File: src/rtl/arb4_pkg.sv
// Shared types and constants for the 4-way round-robin arbiter.
package arb4_pkg;
  localparam int NUM_REQ = 4;
  localparam int IDX_W = 2;
  localparam logic [IDX_W-1:0] RESET_LAST = 2'd3;

  typedef enum logic {
    IDLE  = 1'b0,
    GRANT = 1'b1
  } state_e;
endpackage

File: src/rtl/decoder_2_to_4_2.sv
// Dataflow 2-to-4 decoder; A is the MSB, B the LSB of the select code.
// Combinational, no backpressure.
module decoder_2_to_4_2 (
  input  logic       A,
  input  logic       B,
  output logic [3:0] Y
);

  assign Y[0] = ~A & ~B;
  assign Y[1] = ~A &  B;
  assign Y[2] =  A & ~B;
  assign Y[3] =  A &  B;

endmodule

File: src/rtl/rr_next_pick.sv
// Round-robin search: first set request after the last owner, wrapping to the last owner itself.
// Purely combinational; pick is meaningless when any=0.
module rr_next_pick
  import arb4_pkg::*;
(
  input  logic [NUM_REQ-1:0] req,
  input  logic [IDX_W-1:0]   last,
  output logic [IDX_W-1:0]   pick,
  output logic               any
);

  logic [IDX_W-1:0] cand;

  // Walk from the farthest candidate inward so the nearest one overwrites.
  always_comb begin
    pick = last;
    cand = last;
    any  = |req;
    for (int k = NUM_REQ; k >= 1; k--) begin
      cand = last + IDX_W'(k);
      if (req[cand]) begin
        pick = cand;
      end
    end
  end

endmodule

File: src/rtl/rr_arbiter_4.sv
// Round-robin 4-way arbiter with hold timeout; grant appears 1 cycle after request.
// Owner keeps the grant until done, withdrawal or MAX_HOLD; one idle cycle separates grants.
module rr_arbiter_4
  import arb4_pkg::*;
#(
  parameter int MAX_HOLD = 16
) (
  input  logic               clk,
  input  logic               rst,
  input  logic [NUM_REQ-1:0] req,
  input  logic               done,
  output logic [NUM_REQ-1:0] grant,
  output logic [IDX_W-1:0]   grant_idx,
  output logic               grant_valid,
  output logic               timeout
);

  localparam int CNT_W = (MAX_HOLD > 0) ? $clog2(MAX_HOLD + 1) : 1;
  localparam logic [CNT_W-1:0] CNT_MAX  = CNT_W'(MAX_HOLD);
  localparam logic [CNT_W-1:0] CNT_LAST = CNT_W'((MAX_HOLD > 0) ? MAX_HOLD - 1 : 0);
  localparam logic HOLD_EN = (MAX_HOLD != 0);

  state_e             state_q, state_d;
  logic [IDX_W-1:0]   idx_q, idx_d;
  logic [IDX_W-1:0]   last_q, last_d;
  logic [CNT_W-1:0]   cnt_q, cnt_d;
  logic               tmo_q, tmo_d;
  logic [NUM_REQ-1:0] grant_q, grant_d;
  logic [NUM_REQ-1:0] dec;
  logic [IDX_W-1:0]   pick;
  logic               any;
  logic               expire;
  logic               rel;

  rr_next_pick u_pick (
    .req  (req),
    .last (last_q),
    .pick (pick),
    .any  (any)
  );

  decoder_2_to_4_2 u_dec (
    .A (idx_d[1]),
    .B (idx_d[0]),
    .Y (dec)
  );

  always_comb begin
    state_d = state_q;
    idx_d   = idx_q;
    last_d  = last_q;
    cnt_d   = cnt_q;
    tmo_d   = 1'b0;
    expire  = HOLD_EN && (cnt_q == CNT_LAST);
    rel     = done || !req[idx_q] || expire;
    case (state_q)
      IDLE: begin
        if (any) begin
          state_d = GRANT;
          idx_d   = pick;
          cnt_d   = '0;
        end
      end
      GRANT: begin
        cnt_d = (cnt_q == CNT_MAX) ? cnt_q : cnt_q + CNT_W'(1);
        if (rel) begin
          state_d = IDLE;
          last_d  = idx_q;
          // Timeout is reported only when expiry is the sole release reason.
          tmo_d   = expire && !done && req[idx_q];
        end
      end
      default: state_d = IDLE;
    endcase
  end

  assign grant_d = (state_d == GRANT) ? dec : '0;

  always_ff @(posedge clk) begin
    if (rst) begin
      state_q <= IDLE;
      idx_q   <= '0;
      last_q  <= RESET_LAST;
      cnt_q   <= '0;
      tmo_q   <= 1'b0;
      grant_q <= '0;
    end else begin
      state_q <= state_d;
      idx_q   <= idx_d;
      last_q  <= last_d;
      cnt_q   <= cnt_d;
      tmo_q   <= tmo_d;
      grant_q <= grant_d;
    end
  end

  assign grant       = grant_q;
  assign grant_idx   = idx_q;
  assign grant_valid = (state_q == GRANT);
  assign timeout     = tmo_q;

endmodule

File: config.mk
export PLATFORM = sky130hd
export DESIGN_NAME = rr_arbiter_4
export DESIGN_NICKNAME = d
export VERILOG_FILES = /design/src/rtl/arb4_pkg.sv /design/src/rtl/decoder_2_to_4_2.sv /design/src/rtl/rr_next_pick.sv /design/src/rtl/rr_arbiter_4.sv
export SDC_FILE = /design/constraint.sdc
export NUM_CORES = 1
export LEC_CHECK = 0
export ABC_AREA = 1
export CAP_MARGIN = 25
export CORE_UTILIZATION = 24
export DETAILED_ROUTE_END_ITERATION = 8
export PLACE_DENSITY_LB_ADDON = 0.12
export REMOVE_ABC_BUFFERS = 1
export SYNTH_ARGS = -nofsm -noshare
export SYNTH_HDL_FRONTEND = slang
export SYNTH_SLANG_ARGS = --single-unit
File: constraint.sdc
create_clock -name clk -period 1.9 [get_ports clk]
set_input_delay 0.38 -clock clk [delete_from_list [all_inputs] [get_ports clk]]
set_output_delay 0.38 -clock clk [all_outputs]
set_load 0.02 [all_outputs]
# After elaboration in Yosys (flattened, before gate mapping)

Cells that the tools add are included.

Mux-type cells: 19
$lt $le $gt $ge: 4
$add $sub $neg: 4
Equality and inequality tests: 4
Reduce and logical (&&, ||, !) cells: 11
Bitwise operators: 9

Operators with widths:

| cell                | number |
|---|---|
| $lt 2x3->1 const B  | 4 |
| $mux 2              | 5 |
| $mux 5              | 2 |
| $pmux 5 s2          | 1 |
| $bmux 1 s2          | 4 |
| $mux 1              | 6 |
| $add 5x1->5 const B | 1 |
| $eq 5x4->1 const B  | 1 |
| $eq 5x5->1 const B  | 1 |
| $not 1->1           | 5 |
| $add 2x2->2 const B | 2 |
| $and 1x1->1         | 4 |
| $ne 2x2->1 const B  | 2 |
| $reduce_and 2->1    | 2 |
| $reduce_or 4->1     | 1 |
| $reduce_or 3->1     | 1 |
| $add 2x1->2 const B | 1 |
| $logic_and 1x1->1   | 2 |
| $logic_not 1->1     | 2 |
| $logic_or 1x1->1    | 2 |
| $pmux 1 s2          | 1 |
| $reduce_or 2->1     | 1 |

Logic and storage cells: 57
Bits in registers: 15
Output and inout port bits: 8
Input port bits: 7

# Depth between registers and ports, before layout

Gate-level depths: netlist of run 1.

Word-level depth: 10
Gate-level depth with buffers: 13
Mapped depth without buffers: 12

# Hierarchy

A second synthesis of run 1 with hierarchy kept.

Cell total of the unflattened synthesis: 145
Area, all modules: 980.9 sq um

Modules (own cells, without submodules):

| module           | sequential area each (sq um) | cells an instance | times used | area each (sq um) |
|---|---|---|---|---|
| rr_arbiter_4     | 300.3                        | 95                | 1          | 750.7 |
| rr_next_pick     | 0.0                          | 43                | 1          | 203.9 |
| decoder_2_to_4_2 | 0.0                          | 7                 | 1          | 26.3 |

# Least setup slack after synthesis of run 1

No wires, ideal clock.

Path type: reg2reg
Start point: register cnt_q[0]
End point: register grant_q[2] (netlist: grant[2])
Path slack: 0.493 ns
Data arrival time: 1.337 ns
Cell stages (with the launch flop): 9
Setup time: 0.070 ns
Clock period less this slack: 1.407 ns
Path buffers: 0
Required time: 1.830 ns
Cell sequence: dfxtp_1 ha_1 nand2_1 nor2_1 ha_1 nand3b_1 a21oi_4 nand2_1 a21oi_1

Word-level cells in the longest chain between the ends: 6

RTL lines:

| element                   | line               | source |
|---|---|---|
| start, declared           | rr_arbiter_4.sv:26 | `logic [CNT_W-1:0] cnt_q, cnt_d;` |
| start signal, assigned    | rr_arbiter_4.sv:91 | `cnt_q <= cnt_d;` |
| $eq 5x4->1                | rr_arbiter_4.sv:54 | `expire = HOLD_EN && (cnt_q == CNT_LAST);` |
| $logic_or 1x1->1          | rr_arbiter_4.sv:55 | `rel = done \|\| !req[idx_q] \|\| expire;` |
| $mux 1                    | rr_arbiter_4.sv:66 | `if (rel) begin` |
| $pmux 1 s2                | rr_arbiter_4.sv:56 | `case (state_q)` |
| $not 1->1 (no line)       | n/a                |  |
| $reduce_or 2->1 (no line) | n/a                |  |
| end signal, assigned      | rr_arbiter_4.sv:93 | `grant_q <= grant_d;` |
| end, declared             | rr_arbiter_4.sv:28 | `logic [NUM_REQ-1:0] grant_q, grant_d;` |

Every way passes these cells.
A chain may end at the register's enable or synchronous reset.

# Final worst setup path of run 1

Start point: register state_q (netlist: grant_valid)
End point: output grant_valid

RTL lines:

| element                | line               | source |
|---|---|---|
| start, declared        | rr_arbiter_4.sv:23 | `state_e state_q, state_d;` |
| start signal, assigned | rr_arbiter_4.sv:88 | `state_q <= state_d;` |
| end, declared          | rr_arbiter_4.sv:14 | `output logic grant_valid,` |

No word-level cell between the ends.

==> metrics, run 1 <==
reg2reg start=last_q[0]; CP Capture Type=output pin; CTS tree=built; proportion of layout cells with a drive suffix above 1=0.128; Setup Buffers After CTS=0; CTS sink count=15; PortBufs=14; hold_sp=cnt_q[0]; CTS hold repair buffers=0; relative slew slack=0.712; initial antenna violation count=0; Final Max Slew Viols=0; Layout Skew=between 0.002 and 0.0025 ns; H-tree depth=1; Rows=21; DIE HEIGHT=about 62 um; PD cells=between 800 and 900 nW/um2; Detail Placement HPWL=1.46 mm; largest cells by area after synthesis=dfxtp_1 (35%), nand2_1 (18%), inv_1 (7.9%); outcome=finished, final reports clean; Critical Path Source Type=flop; kind of critical path=flop to output pin; Nets=between 150 and 200; r2r endpoint=grant[3]; DRT Wirelength=roughly 1.8 mm; total power=891 uW; measured slew at the worst slew-check pin=between 0.4 and 0.5 ns; Max Cap Viol=0; Worst R2R Path Depth=11; Max Buffers Root-to-Sink=2; most frequent cell after synthesis=nand2_1; fin util=0.321; Yosys Warn Count=0; Clock Latency Late Sink=0.28 ns; Inst Count DP=roughly 190; Hold Path Class=flop to flop; Crit Path Max Fanout=6; f_max=roughly 560 MHz; CP Data Arrival Time=1.42 ns; die area=approximately 3800 um2; Yosys reg bits=15; Congestion Overflow GR=0; RSZ-0062 raised after global routing=false; Critical Path, Cell by Cell=clkdlybuf4s50_1; die width=~62 um; Worst EP required=1.52 ns; Post-synth EDFFs=0; Resized cells post-CTS=0; Critical-path top delay cell=clkdlybuf4s50_1; CP bufs+invs=1; Avg Cell Area, Syn=roughly 6.6 um2; gp weighted congestion=slightly below 0.8; Vias per Instance=about 4.1; Core Area=3360 um2; post-synthesis cell area=853 um2; Hold Path Depth=1; drt first pass iters=4; final period utilization=0.946; clock slew seen by the registers of the worst setup and hold paths=approximately 0.090 ns; first-pass GRT wire length=between 2 and 3 mm; area leader, netlist=dfxtp_1; count of cell types in the netlist=21; Peak supply drop=between 400 and 500 uV; CTS buffer count=3; Avg WL per Cell=9.35 um; Crit path max-delay family=buffers and inverters; post-synth top area share=0.352; R2R setup slack=0.36 ns; GRT Util Overall=0.104; worst hold endpoint=cnt_q[0]; antenna-violating nets left=0; root buffer cell=clkbuf_4; Area growth syn-to-layout=26.7%; synth cell count leaders=nand2_1 (41), inv_1 (18), dfxtp_1 (15); slowest cell delay on critical path=between 0.6 and 0.7 ns; Seq/Total Area, Yosys=0.352; post-layout min period=1.80 ns; vias in the first global route=700; vias=approximately 790; main flop type after synthesis=dfxtp_1; P_leak=0.507 nW; DR iter-0 viols=52; diode count=0; I/O Pins=15; Initial Util=0.254; drt drc=0; final hold violation count=0; fraction of registers with async set/reset=0; Non-Filler Instances=195; Post-Syn Instances=130; Finish-stage setup viols=0; largest net degree at the start of global routing=11
## power by group
part           internal, mW  switching [mW]  total (mW)  leakage, nW
Combinational         0.129           0.197       0.326        0.369
Sequential            0.347          0.0344       0.382        0.123
Clock                0.0814           0.102       0.183       0.0150
Total                 0.558           0.333       0.891        0.507
## registers in the layout (all words and copies together), names as in the netlist
name / count
cnt_q: 5
grant: 4
grant_idx: 2
last_q: 2
grant_valid: 1
timeout: 1
## through the flow
| step | setup TNS [ns] | hold WS, ns | instance area [um2] | setup WS (ns) |
|---|---|---|---|---|
| CTS | 0 | 0.516 | 1080 | 0.0892 |
| detailed placement | -0.0564 | 0.495 | 1050 | -0.0564 |
| global placement | -0.0379 | 0.497 | 1050 | -0.0379 |
| finish | 0 | 0.512 | 1080 | 0.103 |
| global route | 0 | 0.561 | 1080 | 0.0438 |
| floorplan | 0 | 0.449 | 842 | 0.493 |
## cell type report
type,instances,area (um2)
sequential,15,300
inverter,23,91.3
multi-input combinational,91,450
fill,386,2280
clock buffer,4,26.3
tap,46,57.6
timing repair buffer,16,155
## logic make-up (layout without fill, tap and decap cells)
logic type / Yosys count / in the layout / synth area share
AOI/OAI and AO/OA: 16 / 16 / 0.119
DFF: 15 / 15 / 0.352
and+or+nand+nor: 72 / 72 / 0.365
buffers and inverters: 24 / 43 / 0.120
adders and majority gates: 3 / 3 / 0.0440
## routing by layer
layer  share of wire  GRT usage  up-vias
met1            0.53      0.146      338
li1                -          -      442
met4          0.0077     0.0508        0
met2            0.43      0.155       12
met3           0.032     0.0126        2
met5               0          0        -
## placed cells by master, fill, tap and decap left out, types with 5 or more instances in the layout
cell              n
nand2_1          41
nor2_1           10
inv_1            18
o21ai_0           5
clkdlybuf4s50_1  14
dfxtp_1          15
nand2_2           8
nand3_1           9
a21oi_1           5
## how the worst max path moves through the flow
stage | from | to | slack [ns] | cells after the start
after global placement | req[3] | cnt_q[3] | -0.04 | 8
after detailed placement | req[2] | cnt_q[3] | -0.06 | 8
after global routing | grant_valid | grant_valid | 0.04 | 1
final | grant_valid | grant_valid | 0.10 | 1
after floorplan | cnt_q[0] | grant[2] | 0.49 | 8
after CTS | grant_valid | grant_valid | 0.09 | 1
No activity file was read; power rests on OpenSTA's default activity.
==> run 2, diff against run 1 <==
Settings changed: CTS_CLUSTER_DIAMETER from default to 40.
==> results of run 2 <==
The final DEF is identical to that of run 1; final timing and power are the same.
